### src/rtl/debounce_pkg.sv
// Shared definitions for the debounce bank.
//   state_e : per-channel debounce FSM encoding; bit [1] is the debounced level.
//   clog2   : ceil(log2(value)), used to size the stability counter.
package debounce_pkg;

  typedef enum logic [1:0] {
    WAIT_HIGH   = 2'b00,
    CHECK_HIGH  = 2'b01,
    STABLE_HIGH = 2'b10,
    CHECK_LOW   = 2'b11
  } state_e;

  // Inputs here are small elaboration constants, so a short fixed loop covers them.
  function automatic int clog2(input int value);
    int width;
    width = 0;
    for (int i = 0; i < 16; i++) begin
      if ((1 << i) < value) width = i + 1;
    end
    return width;
  endfunction

endpackage

### src/rtl/debounce_channel.sv
// One debounce channel: input synchroniser, 4-state stability FSM with run
// counter, and registered rise/fall flags.
//   clk, rst      : clock, asynchronous active-high reset
//   en            : sample-enable tick; FSM, counter and level advance only when 1
//   pulse_in      : raw asynchronous input
//   level_out     : debounced level (registered)
//   rise, fall    : one-clk pulses on debounced 0->1 / 1->0
//   edge_next     : next-cycle value of (rise | fall), lets the parent register
//                   a combined flag aligned with rise/fall
module debounce_channel
  import debounce_pkg::*;
#(
  parameter int STABLE_CYCLES = 4,
  parameter int SYNC_STAGES   = 2
) (
  input  logic clk,
  input  logic rst,
  input  logic en,
  input  logic pulse_in,
  output logic level_out,
  output logic rise,
  output logic fall,
  output logic edge_next
);

  localparam int              CW       = clog2(STABLE_CYCLES + 1);
  localparam logic [CW-1:0]   CNT_LAST = CW'(STABLE_CYCLES);

  logic [SYNC_STAGES-1:0] sync_q, sync_d;
  state_e                 state_q, state_d;
  logic [CW-1:0]          cnt_q, cnt_d;
  logic [CW-1:0]          cnt_inc;
  logic                   rise_q, rise_d;
  logic                   fall_q, fall_d;
  logic                   s;

  // The synchroniser runs every clock, independent of en.
  assign sync_d = {sync_q[SYNC_STAGES-2:0], pulse_in};
  assign s      = sync_q[SYNC_STAGES-1];

  always_comb begin
    // NOTE: every signal gets a default before the case so no path leaves it
    // unassigned, which would otherwise infer a latch.
    state_d = state_q;
    cnt_d   = cnt_q;
    cnt_inc = cnt_q + CW'(1);
    if (en) begin
      case (state_q)
        WAIT_HIGH: begin
          if (s) begin
            if (STABLE_CYCLES == 1) begin
              state_d = STABLE_HIGH;
              cnt_d   = '0;
            end else begin
              state_d = CHECK_HIGH;
              cnt_d   = CW'(1);
            end
          end else begin
            cnt_d = '0;
          end
        end
        CHECK_HIGH: begin
          if (!s) begin
            state_d = WAIT_HIGH;     // glitch rejected
            cnt_d   = '0;
          end else if (cnt_inc == CNT_LAST) begin
            state_d = STABLE_HIGH;
            cnt_d   = '0;
          end else begin
            cnt_d = cnt_inc;
          end
        end
        STABLE_HIGH: begin
          if (!s) begin
            if (STABLE_CYCLES == 1) begin
              state_d = WAIT_HIGH;
              cnt_d   = '0;
            end else begin
              state_d = CHECK_LOW;
              cnt_d   = CW'(1);
            end
          end else begin
            cnt_d = '0;
          end
        end
        CHECK_LOW: begin
          if (s) begin
            state_d = STABLE_HIGH;   // glitch rejected
            cnt_d   = '0;
          end else if (cnt_inc == CNT_LAST) begin
            state_d = WAIT_HIGH;
            cnt_d   = '0;
          end else begin
            cnt_d = cnt_inc;
          end
        end
        default: begin
          state_d = WAIT_HIGH;
          cnt_d   = '0;
        end
      endcase
    end
    // state bit [1] is the level, so edges are just changes of that bit.
    rise_d = ~state_q[1] &  state_d[1];
    fall_d =  state_q[1] & ~state_d[1];
  end

  // NOTE: sequential state uses non-blocking assignments so every flop samples
  // the pre-edge values regardless of statement order.
  always_ff @(posedge clk or posedge rst) begin
    if (rst) begin
      sync_q  <= '0;
      state_q <= WAIT_HIGH;
      cnt_q   <= '0;
      rise_q  <= 1'b0;
      fall_q  <= 1'b0;
    end else begin
      sync_q  <= sync_d;
      state_q <= state_d;
      cnt_q   <= cnt_d;
      rise_q  <= rise_d;
      fall_q  <= fall_d;
    end
  end

  assign level_out = state_q[1];
  assign rise      = rise_q;
  assign fall      = fall_q;
  assign edge_next = rise_d | fall_d;

endmodule

### src/rtl/debounce_bank.sv
// Bank of independent debounce channels with a combined change flag.
//   clk, rst  : clock, asynchronous active-high reset
//   en        : sample-enable tick shared by all channels
//   pulse_in  : raw asynchronous inputs, one bit per channel
//   level_out : debounced levels
//   rise/fall : per-channel one-clk edge pulses
//   changed   : OR of all rise/fall bits, valid in the same cycle as them
module debounce_bank
  import debounce_pkg::*;
#(
  parameter int CHANNELS      = 4,
  parameter int STABLE_CYCLES = 4,
  parameter int SYNC_STAGES   = 2
) (
  input  logic                clk,
  input  logic                rst,
  input  logic                en,
  input  logic [CHANNELS-1:0] pulse_in,
  output logic [CHANNELS-1:0] level_out,
  output logic [CHANNELS-1:0] rise,
  output logic [CHANNELS-1:0] fall,
  output logic                changed
);

  logic [CHANNELS-1:0] edge_next;
  logic                changed_q, changed_d;

  for (genvar i = 0; i < CHANNELS; i++) begin : g_ch
    debounce_channel #(
      .STABLE_CYCLES (STABLE_CYCLES),
      .SYNC_STAGES   (SYNC_STAGES)
    ) u_ch (
      .clk       (clk),
      .rst       (rst),
      .en        (en),
      .pulse_in  (pulse_in[i]),
      .level_out (level_out[i]),
      .rise      (rise[i]),
      .fall      (fall[i]),
      .edge_next (edge_next[i])
    );
  end

  // Built from the channels' next-cycle edge bits so it lands with rise/fall.
  always_comb begin
    changed_d = |edge_next;
  end

  always_ff @(posedge clk or posedge rst) begin
    if (rst) changed_q <= 1'b0;
    else     changed_q <= changed_d;
  end

  assign changed = changed_q;

endmodule

### config.mk
export PLATFORM = sky130hd
export DESIGN_NAME = debounce_bank
export DESIGN_NICKNAME = d
export VERILOG_FILES = /design/src/rtl/debounce_pkg.sv /design/src/rtl/debounce_channel.sv /design/src/rtl/debounce_bank.sv
export SDC_FILE = /design/constraint.sdc
export NUM_CORES = 1
export LEC_CHECK = 0
export BUFFER_PORTS_ARGS = -buffer_cell sky130_fd_sc_hd__buf_4
export CELL_PAD_IN_SITES_DETAIL_PLACEMENT = 1
export CELL_PAD_IN_SITES_GLOBAL_PLACEMENT = 2
export CORE_MARGIN = 1
export CORE_UTILIZATION = 34
export CTS_BUF_LIST = sky130_fd_sc_hd__clkbuf_8 sky130_fd_sc_hd__clkbuf_16
export DETAILED_ROUTE_END_ITERATION = 10
export PLACE_DENSITY_LB_ADDON = 0.15
export SETUP_SLACK_MARGIN = 0.1
export SYNTH_ARGS = -nofsm -noshare
export SYNTH_HDL_FRONTEND = slang
export SYNTH_SLANG_ARGS = --single-unit
### constraint.sdc
create_clock -name clk -period 1.9 [get_ports clk]
set_clock_uncertainty 0.05 [all_clocks]
set_input_delay 0.095 -clock clk [delete_from_list [all_inputs] [get_ports clk]]
set_output_delay 0.095 -clock clk [all_outputs]
set_load 0.03 [all_outputs]
-- After elaboration in Yosys (flattened, before gate mapping)
Index checks and enable logic that the tools add are counted.
- flip-flop bits (word level): 37
- input bits: 7
- output and inout port bits: 13
- logic and storage cells: 146
- $add $sub $neg: 4
- equality and inequality tests: 32
- muxes and demuxes: 56
- bitwise gates (word level): 20
- reduce and logical (&&, ||, !) cells: 9
- operator list (cell ; count):
    2-bit two-way mux ; 28
    3-bit one-hot mux with 4 select lines ; 4
    3-bit two-way mux ; 12
    2-bit one-hot mux with 4 select lines ; 4
    5-bit AND reduction ; 4
    2-bit == test, second input constant ; 8
    3-bit by 1-bit adder with 3-bit output, second input constant ; 4
    3-bit == test, second input constant ; 4
    3-bit by 1-bit != test with 1-bit output, second input constant ; 4
    3-bit != test, second input constant ; 4
    1-bit bitwise AND ; 8
    2-bit by 1-bit == test with 1-bit output, second input constant ; 4
    2-bit zero test ; 4
    1-bit two-way mux ; 8
    2-bit by 1-bit != test with 1-bit output, second input constant ; 4
    2-bit != test, second input constant ; 4
    1-bit inverter ; 8
    1-bit OR ; 4
    4-bit OR reduction ; 1

-- Depth between registers and ports, before layout
- word-level depth: 10
- mapped depth: 6

-- By module
Synthesis repeated with hierarchy kept, for this count alone.
- cell total of the unflattened synthesis: 159
- area total of the unflattened synthesis: 1790.5 µm²
- by module, submodules not included (module ; instances ; cells an instance ; area each (µm²) ; sequential area each (µm²)):
    debounce_channel at g_ch[0].u_ch ... ; 2 ; 41 ; 454.2 ; 225.2
    debounce_channel at g_ch[2].u_ch ; 1 ; 38 ; 425.4 ; 225.2
    debounce_channel at g_ch[3].u_ch ; 1 ; 36 ; 420.4 ; 225.2
    debounce_bank ; 1 ; 3 ; 36.3 ; 25.0

-- Worst setup path after synthesis
No wires, ideal clock.
- path kind: flip-flop to flip-flop
- start: reg g_ch[3].u_ch.cnt_q[0]
- end: reg changed_q, in the netlist changed
- setup time: 130 ps
- data arrival time: 1653 ps
- required time: 1720 ps
- slack: 68 ps
- stages on the path, launching flop included: 7
- buffers on the path: 0
- cell sequence: dfrtp_1 ha_1 xor2_1 and4_4 mux2_4 ha_1 nand4_1
- longest elaborated chain between the ends: 10
- RTL lines (what ; RTL line ; RTL):
    from (decl) ; debounce_channel.sv:31 ; logic [CW-1:0] cnt_q, cnt_d;
    from (signal assigned) ; debounce_channel.sv:120 ; cnt_q <= cnt_d;
    3-bit by 1-bit adder with 3-bit output (*) ; debounce_channel.sv:46 ; cnt_inc = cnt_q + CW'(1);
    3-bit == test (*) ; debounce_channel.sv:66, debounce_channel.sv:90 ;
    2-bit two-way mux (on tied branches) ; debounce_channel.sv:90, debounce_channel.sv:66 ;
    2-bit two-way mux (on tied branches) ; debounce_channel.sv:87, debounce_channel.sv:63 ;
    2-bit one-hot mux with 4 select lines (*) ; debounce_channel.sv:48 ; case (state_q)
    2-bit two-way mux (*) ; debounce_channel.sv:47 ; if (en) begin
    net g_ch[3].u_ch.state_d[1] ; debounce_channel.sv:30 ; state_e state_q, state_d;
    1-bit inverter ; debounce_channel.sv:105 ; fall_d = state_q[1] & ~state_d[1];
    1-bit bitwise AND ; debounce_channel.sv:105 ;
    1-bit OR (*) ; debounce_channel.sv:129 ; assign edge_next = rise_d | fall_d;
    4-bit OR reduction (*) ; debounce_bank.sv:46 ; changed_d = |edge_next;
    net changed_d ; debounce_bank.sv:26 ; logic changed_q, changed_d;
    to (signal assigned) ; debounce_bank.sv:51 ; else changed_q <= changed_d;
    to (decl) ; debounce_bank.sv:26 ;
Mark *: on every way through the listed nets, which the timed path passes. The rest lies on a longest branch. The select of a mux whose other input is x is not followed.
A chain may end at the register's enable or synchronous reset.

-- Worst setup path after layout
Ends and elaborated chain as after synthesis.

==> flow_metrics.py <==
metrics = {
    "critical_path": {
        "r2r_slack_ps": 110,
        "cpMostUsedCell": "ha_4",
        "crit_fanout": 2,
        "slowest_stage": "dfrtp_1",
        "crit_chain": "ha_4 -> xor2_2 -> and4_4 -> mux2_4 -> ha_4 -> nand4_1",
        "critical_path_buf_inv_count": 0,
        "cp-start-kind": "flop",
        "cp.required_ps": 2020,
        "r2r_end": "changed$_DFF_PP0_",
        "cp_top_family": "adder cells",
        "rr_startpoint": "g_ch[3].u_ch.cnt_q[0]$_DFFE_PP0P_",
        "crit_type": "reg2reg",
        "crit_path_end_kind": "flop",
        "cp.arrival_ps": 1910,
        "reg2reg_depth": 6,
        "max_stage_delay_ps": 420,
    },
    "synth": {
        "synth.largest_area_cell": "dfrtp_1",
        "synth-seq-cells": 37,
        "synth_top_cells_by_count": "dfrtp_1, inv_1, ha_1",
        "synth_warnings": 0,
        "yosysTopAreaCellShare_pct": 52.9,
        "ys_types": 27,
        "ys.flop_type": "dfrtp_1",
        "synthCells": 154,
        "synth.area.top_cells": "dfrtp_1, ha_1, buf_4",
        "ys_async_sr_fraction_pct": 100,
        "synth-edff-count": 0,
        "synth_most_common_cell": "dfrtp_1",
        "synth_area_um2": 1750,
        "synth_fp_nets": 179,
        "syn_avg_cell_area_um2": 11.4,
        "synth_seq_area_share_pct": 52.9,
    },
    "timing": {
        "worst_pin_slew_ps": 476,
        "finalCritPeriodShare_pct": 94.2,
        "hold_ws_ps": 142,
        "max_freq_mhz": 559,
        "rsz0062_at_grt": "true",
        "hold_viol": 0,
        "max-slew-margin-rel_pct": 68.3,
        "setup_viol": 0,
        "slew_viol_final": 0,
        "fin_crit_ps": 1790,
    },
    "drt": {
        "wl_per_cell_um": 14.3,
        "drt_iter0_drc": 18,
        "drcViolationCount": 0,
        "ant_nets": 0,
        "avgViaCountPerCell": 4.63,
        "vias": 1153,
        "drtPass1Iterations": 4,
        "wirelength_um": 3550,
    },
    "floorplanning": {
        "die_x_um": 73.8,
        "fp-row-count": 25,
        "core_um2": 4850,
        "io_pins": 20,
        "dieArea_um2": 5440,
        "die_h_um": 73.8,
        "start_util_pct": 36.1,
    },
    "global_routing": {
        "grt_pass1_vias": 1213,
        "track_usage_pct": 14.3,
        "antenna_found_initial": 0,
        "grt_max_degree": 38,
        "grt.overflow.total": 0,
        "grt_first_pass_wirelength_um": 5750,
    },
    "worst_hold_path": {
        "whs_endpoint": "g_ch[0].u_ch.cnt_q[2]$_DFFE_PP0P_",
        "hp-class": "in2reg",
        "whs_path_depth": 2,
        "min_from": "en",
    },
    "power": {
        "powerDensity_nw_per_um2": 948,
        "power_leakage_nw": 1.01,
        "ir_drop_mv": 0.442,
    },
    "cells_and_area": {
        "synthToLayoutAreaGrowth_pct": 25.9,
        "stdcell_area_um2": 2200,
        "final_util_pct": 45.5,
        "fin_nets": 206,
        "fillers": 528,
        "antenna_cells": 0,
        "drive_gt1_share_pct": 32.4,
    },
    "cts": {
        "htree_levels": 2,
        "cts_buffers": 5,
        "root_buffer": "clkbuf_8",
        "cts_tree": "yes",
        "clock_latency_ps": 280,
        "cts.clk_slew.worst_paths_ps": 70,
        "clock-sinks": 37,
        "cts_buffer_depth": 2,
    },
    "placement": {
        "hpwl_um": 2280,
        "port-buffer-count": 19,
        "place_area_um2": 1910,
        "gp_congestion": 0.674,
    },
    "flow_run": {
        "max_cap_viol_count": 0,
    },
    "outcome": {
        "outcome": "finished clean",
    },
}
## final cells by class
class                      count  area [µm²]  share of cell area (%)
clock inverter                 3        13.8                   0.624
multi-input combinational     76         733                    33.3
inverter                      26        97.6                    4.43
tap                           67        83.8                    3.80
sequential                    37         928                    42.1
clock buffer                   5        68.8                    3.12
timing repair buffer          35         279                    12.7
## state kept, by name (all words and copies together), names as in the netlist
| signal | count |
|---|---|
| g_ch.u_ch.cnt_q | 12 |
| g_ch.u_ch.fall | 4 |
| g_ch.u_ch.rise | 4 |
| g_ch.u_ch.state_q | 8 |
| g_ch.u_ch.sync_q | 8 |
| changed | 1 |
## stage by stage
stage	worst slack, ps	setup TNS [ps]	power, mW	std cells
2_1_floorplan	102	0	1.36	154
5_1_grt	46.8	0	2.23	249
3_5_place_dp	-30.5	-30.5	1.49	228
6_report	110	0	2.09	249
4_1_cts	100	0	2.08	245
3_3_place_gp	14.3	0	1.46	228
## how the worst max path moves through the flow
stage,start,endpoint,depth (start not counted)
6_report,g_ch[3].u_ch.cnt_q[0]$_DFFE_PP0P_,changed$_DFF_PP0_,6
5_1_grt,g_ch[3].u_ch.cnt_q[0]$_DFFE_PP0P_,changed$_DFF_PP0_,6
4_1_cts,g_ch[3].u_ch.cnt_q[0]$_DFFE_PP0P_,changed$_DFF_PP0_,6
3_5_place_dp,g_ch[3].u_ch.cnt_q[1]$_DFFE_PP0P_,changed$_DFF_PP0_,6
3_3_place_gp,g_ch[0].u_ch.cnt_q[0]$_DFFE_PP0P_,changed$_DFF_PP0_,6
2_1_floorplan,g_ch[3].u_ch.cnt_q[1]$_DFFE_PP0P_,changed$_DFF_PP0_,6
## cell usage in the layout, fill, tap and decap left out, drive strengths merged, types with 3 or more instances in the layout
master / Yosys / final
nand2: 12 / 12
o211ai: 3 / 3
nand3: 6 / 6
ha: 18 / 18
mux2: 4 / 4
inv: 26 / 27
buf: 14 / 30
clkbuf: 1 / 5
dfrtp: 37 / 37
o21ai: 6 / 6
dlygate4sd3: 0 / 5
xor2: 5 / 5
o22ai: 7 / 7
## repair_timing
action,4_1_cts,5_1_grt
pin swaps,4,5
resized for setup,10,10
hold buffers,5,0
endpoints found under the hold margin,41,0
endpoints found under the setup margin,1,1
buffers inserted,4,4
## cell families after synthesis
logic type / after synthesis / share of synthesized area [%]
adder cells (fa/ha/maj): 18 / 12.9
AND/OR/NAND/NOR: 25 / 6.93
flip-flops: 37 / 52.9
XOR/XNOR: 6 / 3.43
buffers and inverters: 41 / 11.6
multiplexers: 6 / 3.93
AO/OA/AOI/OAI: 21 / 8.36
## where the power goes
| part | switching (mW) | total, mW | internal, mW |
|---|---|---|---|
| clock network | 0.280 | 0.529 | 0.249 |
| logic | 0.325 | 0.570 | 0.245 |
| registers | 0.0907 | 0.991 | 0.900 |
| total | 0.696 | 2.09 | 1.39 |
## worst register-to-register path, stage by stage (launching register included)
cell     delay, ps
dfrtp_1        420
ha_4           190
xor2_2         130
and4_4         230
mux2_4         320
ha_4           260
nand4_1         60
## metal layers
layer | routed length [µm] | global-route usage, % | share of wire (%) | up-vias
met5 | 0 | 0 | 0 | -
met4 | 46 | 6.41 | 1.3 | 0
met3 | 88 | 2.88 | 2.5 | 5
met2 | 1820 | 24.4 | 51 | 20
met1 | 1590 | 17.3 | 45 | 586
li1 | - | - | - | 542
Power figures use the tool's default switching activity.
